<file path="config.mk">
export PLATFORM = sky130hd
export DESIGN_NAME = rbc_codec
export DESIGN_NICKNAME = d
export VERILOG_FILES = /design/src/rtl/rbc_codec.sv
export SDC_FILE = /design/constraint.sdc
export NUM_CORES = 1
export LEC_CHECK = 0
export ABC_CLOCK_PERIOD_IN_PS = 1950
export CAP_MARGIN = 10
export CORE_MARGIN = 2
export CORE_UTILIZATION = 39
export DETAILED_ROUTE_END_ITERATION = 10
export GPL_TIMING_DRIVEN = 0
export MAX_ROUTING_LAYER = met4
export PLACE_DENSITY = 0.77
export SYNTH_ARGS = -nofsm -noshare
export SYNTH_HDL_FRONTEND = slang
export SYNTH_SLANG_ARGS = --single-unit
export TNS_END_PERCENT = 100
</file>
<file path="constraint.sdc">
create_clock -name i_clk -period 1.95 [get_ports i_clk]
set_input_delay 0.195 -clock i_clk [delete_from_list [all_inputs] [get_ports i_clk]]
set_output_delay 0.195 -clock i_clk [all_outputs]
set_load 0.05 [all_outputs]
</file>
<file path="src/rtl/rbc_codec.sv">
// Registered reflected-binary-code (Gray) converter.
// The forward lane encodes binary to RBC and the reverse lane decodes RBC to binary.
// Both lanes convert combinationally. Their results, plus the parity of the encoded
// word, are captured once per valid cycle. A single-stage valid pipe runs alongside
// the data.

// One conversion lane. P_DECODE selects the direction.
module rbc_cvt #(
  parameter int P_WIDTH  = 8,
  parameter bit P_DECODE = 1'b0
) (
  input  logic [P_WIDTH-1:0] din,
  output logic [P_WIDTH-1:0] dout
);

  if (P_DECODE) begin : g_dec
    // Each binary bit is the XOR of every RBC bit at or above it, taken MSB downward.
    for (genvar i = 0; i < P_WIDTH; i++) begin : g_bit
      assign dout[i] = ^din[P_WIDTH-1:i];
    end
  end else begin : g_enc
    // Each RBC bit marks a change between adjacent binary bits. The MSB passes through.
    assign dout = din ^ (din >> 1);
  end

endmodule

module rbc_codec #(
  parameter int P_WIDTH = 8
) (
  input  logic               i_clk,
  input  logic               i_reset,
  input  logic               i_valid,
  input  logic [P_WIDTH-1:0] iv_bin,
  input  logic [P_WIDTH-1:0] iv_rbc,
  output logic               o_valid,
  output logic [P_WIDTH-1:0] ov_rbc,
  output logic [P_WIDTH-1:0] ov_bin,
  output logic               o_parity
);

  if (P_WIDTH < 1 || P_WIDTH > 32) begin : g_bad_width
    $error("rbc_codec: P_WIDTH must be in 1..32");
  end

  localparam int STAGES = 1;

  typedef struct packed {
    logic [P_WIDTH-1:0] rbc;
    logic [P_WIDTH-1:0] bin;
    logic               parity;
  } res_t;

  res_t               res_d;
  res_t               res_q;
  logic [STAGES:0]    vld_pipe;
  logic [P_WIDTH-1:0] enc;
  logic [P_WIDTH-1:0] dec;

  rbc_cvt #(.P_WIDTH(P_WIDTH), .P_DECODE(1'b0)) u_enc (.din(iv_bin), .dout(enc));
  rbc_cvt #(.P_WIDTH(P_WIDTH), .P_DECODE(1'b1)) u_dec (.din(iv_rbc), .dout(dec));

  // The parity of the encoded word equals bin[0]. Computing it from the RBC side
  // keeps the output self-consistent with ov_rbc.
  assign res_d.rbc    = enc;
  assign res_d.bin    = dec;
  assign res_d.parity = ^enc;

  assign vld_pipe[0] = i_valid;

  // Capture on valid cycles only, so the data holds (and ignores junk inputs) while
  // idle. Reset clears everything and wins over valid.
  always_ff @(posedge i_clk) begin
    if (i_reset) begin
      res_q              <= '0;
      vld_pipe[STAGES:1] <= '0;
    end else begin
      vld_pipe[STAGES:1] <= vld_pipe[STAGES-1:0];
      if (i_valid) res_q <= res_d;
    end
  end

  assign o_valid  = vld_pipe[STAGES];
  assign ov_rbc   = res_q.rbc;
  assign ov_bin   = res_q.bin;
  assign o_parity = res_q.parity;

endmodule

</file>
# Yosys cells after proc, flatten, opt, wreduce, memory -nomap -nowiden
# Cells that the tools add are included.
# totals
regBits	18
input_bits	19
elab_cells	13
# classes
bitwise_logic	1
reduce_logical	8
# ops
operator	n
$reduce_xor 8->1	2
$xor 8x7->8	1
$reduce_xor 7->1	1
$reduce_xor 6->1	1
$reduce_xor 5->1	1
$reduce_xor 4->1	1
$reduce_xor 3->1	1
$reduce_xor 2->1	1

# Depth between registers and ports, before layout
# depth
word_depth	2
depth_mapped	4
ltp_nobuf	4

# Hierarchy
# From an unflattened synthesis, not the netlist that was laid out.
# hier_totals
hier_cells	82
hier_area_um2	880.8
# by_module_without_submodules
module	n_inst	cells_per_inst	area_each_um2
rbc_codec	1	64	686.9
rbc_cvt at u_dec	1	10	125.1
rbc_cvt at u_enc	1	8	68.8

# Worst setup path after synthesis
# OpenSTA, ideal clock, no wires.
# synth_path
kind	input-to-reg
from	input port iv_rbc[7]
to	register res_q (netlist bit ov_bin[0])
setup_time_ns	0.079
t_arrival_ns	1.345
t_required_ns	1.871
setup_slack_ns	0.526
cell_stages	4
cell_sequence	xnor3_2 -> xnor3_1 -> xor2_1 -> a211oi_2
# synth_via
elab_chain_cells	1
# synth_lines
element	line_no	text
start, declared	35	input logic [P_WIDTH-1:0] iv_rbc,
$reduce_xor 8->1	19	assign dout[i] = ^din[P_WIDTH-1:i];
end signal, assigned	79	if (i_valid) res_q <= res_d;
end, declared	55	res_t res_q;
# No other way between the ends.
# A chain may end at the register's enable or synchronous reset.

# Worst setup path in the final report
# Same ends and word-level chain as after synthesis.

==> flow_metrics.env <==
export IMPL_status="finished clean"
export IMPL_diodes=0
export IMPL_grt_pass1_wl_um=2750
export IMPL_fp_dieW_um=49.2
export IMPL_relSlewSlack=0.655
export IMPL_post_cts_setup_buffer_count=0
export IMPL_via_count=641
export IMPL_hp_class="input pin to flop"
export IMPL_worst_pin_slew_ns=0.516
export IMPL_grt_antenna_before_repair=0
export IMPL_crit_fanout=4
export IMPL_utilization=0.614
export IMPL_max_freq_ghz=0.569
export IMPL_ys_types=14
export IMPL_drc_errors=0
export IMPL_initial_core_util=0.410
export IMPL_grtUsageTotal=0.153
export IMPL_place_inst=136
export IMPL_clock_sinks=18
export IMPL_wl_per_cell_um=12.2
export IMPL_clk_insertion_delay_late_ns=0.28
export IMPL_area_growth_pct=49.8
export IMPL_worstSetupPathType="input pin to flop"
export IMPL_portBuffers=34
export IMPL_hpwl_um=1350
export IMPL_place_area_um2=1170
export IMPL_whs_ns=0.283
export IMPL_cts_hold_buf=0
export IMPL_viasPerCell=4.61
export IMPL_leakagePower_nw=0.470
export IMPL_grt_start_max_net_pins=11
export IMPL_powerDensity_nw_per_um2=807
export IMPL_htreeDepth=1
export IMPL_synth_fp_nets=94
export IMPL_fin_cells=139
export IMPL_layout_min_cycle_time_ns=1.76
export IMPL_clockBufferDepth=2
export IMPL_synthCells=75
export IMPL_required_ns=2.17
export IMPL_rsz0062_at_grt="no"
export IMPL_worst_setup_path_end_kind="flop"
export IMPL_skew_ns=0
export IMPL_critPathLaunchType="input pin"
export IMPL_hold_viol=0
export IMPL_fp_coreArea_um2=1940
export IMPL_dieHeight_um=49.2
export IMPL_maxSlewViolCount=0
export IMPL_detail_route_antenna_nets=0
export IMPL_first_global_vias=634
export IMPL_syn_area_um2=796
export IMPL_rows=16
export IMPL_routed_wl_um=1700
export IMPL_syn_area_per_cell_um2=10.6
export IMPL_path_clk_slew_ns=0.10
export IMPL_drive_above_1_share=0.0536
export IMPL_cts_root_buf="clkbuf_4"
export IMPL_finalWeightedCongestion=0.721
export IMPL_grt_overflow=0
export IMPL_min_period_over_period=0.901
export IMPL_drtPass1Iterations=2
export IMPL_drt_iter0_drc=5
export IMPL_final_common_cell="clkdlybuf4s50_1"
export IMPL_ys_seq_area_frac=0.453
export IMPL_ys_warnings_count=0
export IMPL_layout_nets=133
export IMPL_top_level_ports=37
export IMPL_final_area_um2=1190
export IMPL_irDropWorstVdd_mv=0.521
export IMPL_cap_violations=0
export IMPL_cts_buffers=3
export IMPL_arrival_ns=1.98
export IMPL_dieArea_um2=2420
export IMPL_setup_viol=0
export IMPL_final_cell_mix="clkdlybuf4s50_1, dfxtp_1, nor2_1, a211oi_1, xnor2_1"
export IMPL_post_cts_resized=0
export IMPL_cts_tree="built"
export IMPL_synth_seq_cells=18
export IMPL_n_fill_cell=181
stage by stage:
stage / power, mW / setup slack (ns) / setup TNS (ns)
floorplan: 0.663 / 0.526 / 0
global placement: 0.781 / -0.102 / -0.178
detailed placement: 0.787 / -0.114 / -0.221
CTS: 0.965 / 0.185 / 0
global route: 1.00 / 0.160 / 0
finish: 0.962 / 0.193 / 0
worst paths after layout:
path | start | endpoint | slack, ns | depth (start not counted)
worst max-delay path | iv_rbc[7] | ov_bin[0]$_SDFFE_PP0P_ | 0.19 | 5
worst min-delay path | i_reset | ov_bin[5]$_SDFFE_PP0P_ | 0.28 | 2
worst max register to register | ov_bin[1]$_SDFFE_PP0P_ | ov_bin[1]$_SDFFE_PP0P_ | 1.18 | 3
worst min register to register | ov_bin[4]$_SDFFE_PP0P_ | ov_bin[4]$_SDFFE_PP0P_ | 0.50 | 2
Yosys cell counts:
cell / count / area [um2]
a211oi_1: 10 / 75.1
buf_1: 2 / 7.51
xnor3_1: 3 / 67.6
xor2_1: 2 / 17.5
nor2b_1: 2 / 12.5
clkbuf_1: 3 / 11.3
dfxtp_1: 18 / 360
xnor3_2: 1 / 23.8
xnor2_1: 9 / 78.8
mux2i_1: 5 / 50.1
nor2_1: 16 / 60.1
a211oi_2: 1 / 12.5
mux2_2: 1 / 11.3
inv_1: 2 / 7.51
metal layers:
layer	vias up	GRT usage	wire [um]
met5	-	-	0
met4	0	0.0571	6
met3	2	0.0399	104
met2	23	0.261	859
met1	288	0.169	727
li1	328	-	-
logic make-up after synthesis:
logic type | Yosys count | synth area share
buffers and inverters | 7 | 0.0330
AND/OR/NAND/NOR | 18 | 0.0912
flip-flops | 18 | 0.453
AO/OA/AOI/OAI | 11 | 0.110
XOR/XNOR | 15 | 0.236
multiplexers | 6 | 0.0770
state kept, by name, summed over array words and instances, names as in the netlist:
signal    cells
o_parity      1
ov_rbc        8
ov_bin        8
o_valid       1
power by group:
part	switching [mW]	internal, mW	total [mW]
Sequential	0.0172	0.401	0.419
Combinational	0.201	0.157	0.358
Clock	0.114	0.0717	0.185
final cells by class:
type	count	area, um2	area share
inverters	2	7.51	0.00630
clock buffers	3	22.5	0.0189
repair buffers	34	340	0.285
plain buffers	5	18.8	0.0157
well taps	27	33.8	0.0283
multi-input cells	50	409	0.343
flip-flops and latches	18	360	0.302
worst max-delay path: stages:
cell             delay (ns)
clkdlybuf4s50_1        0.53
xnor3_2                0.49
xnor3_1                0.39
xor2_1                 0.17
a211oi_2               0.20
Power figures use the tool's default switching activity.
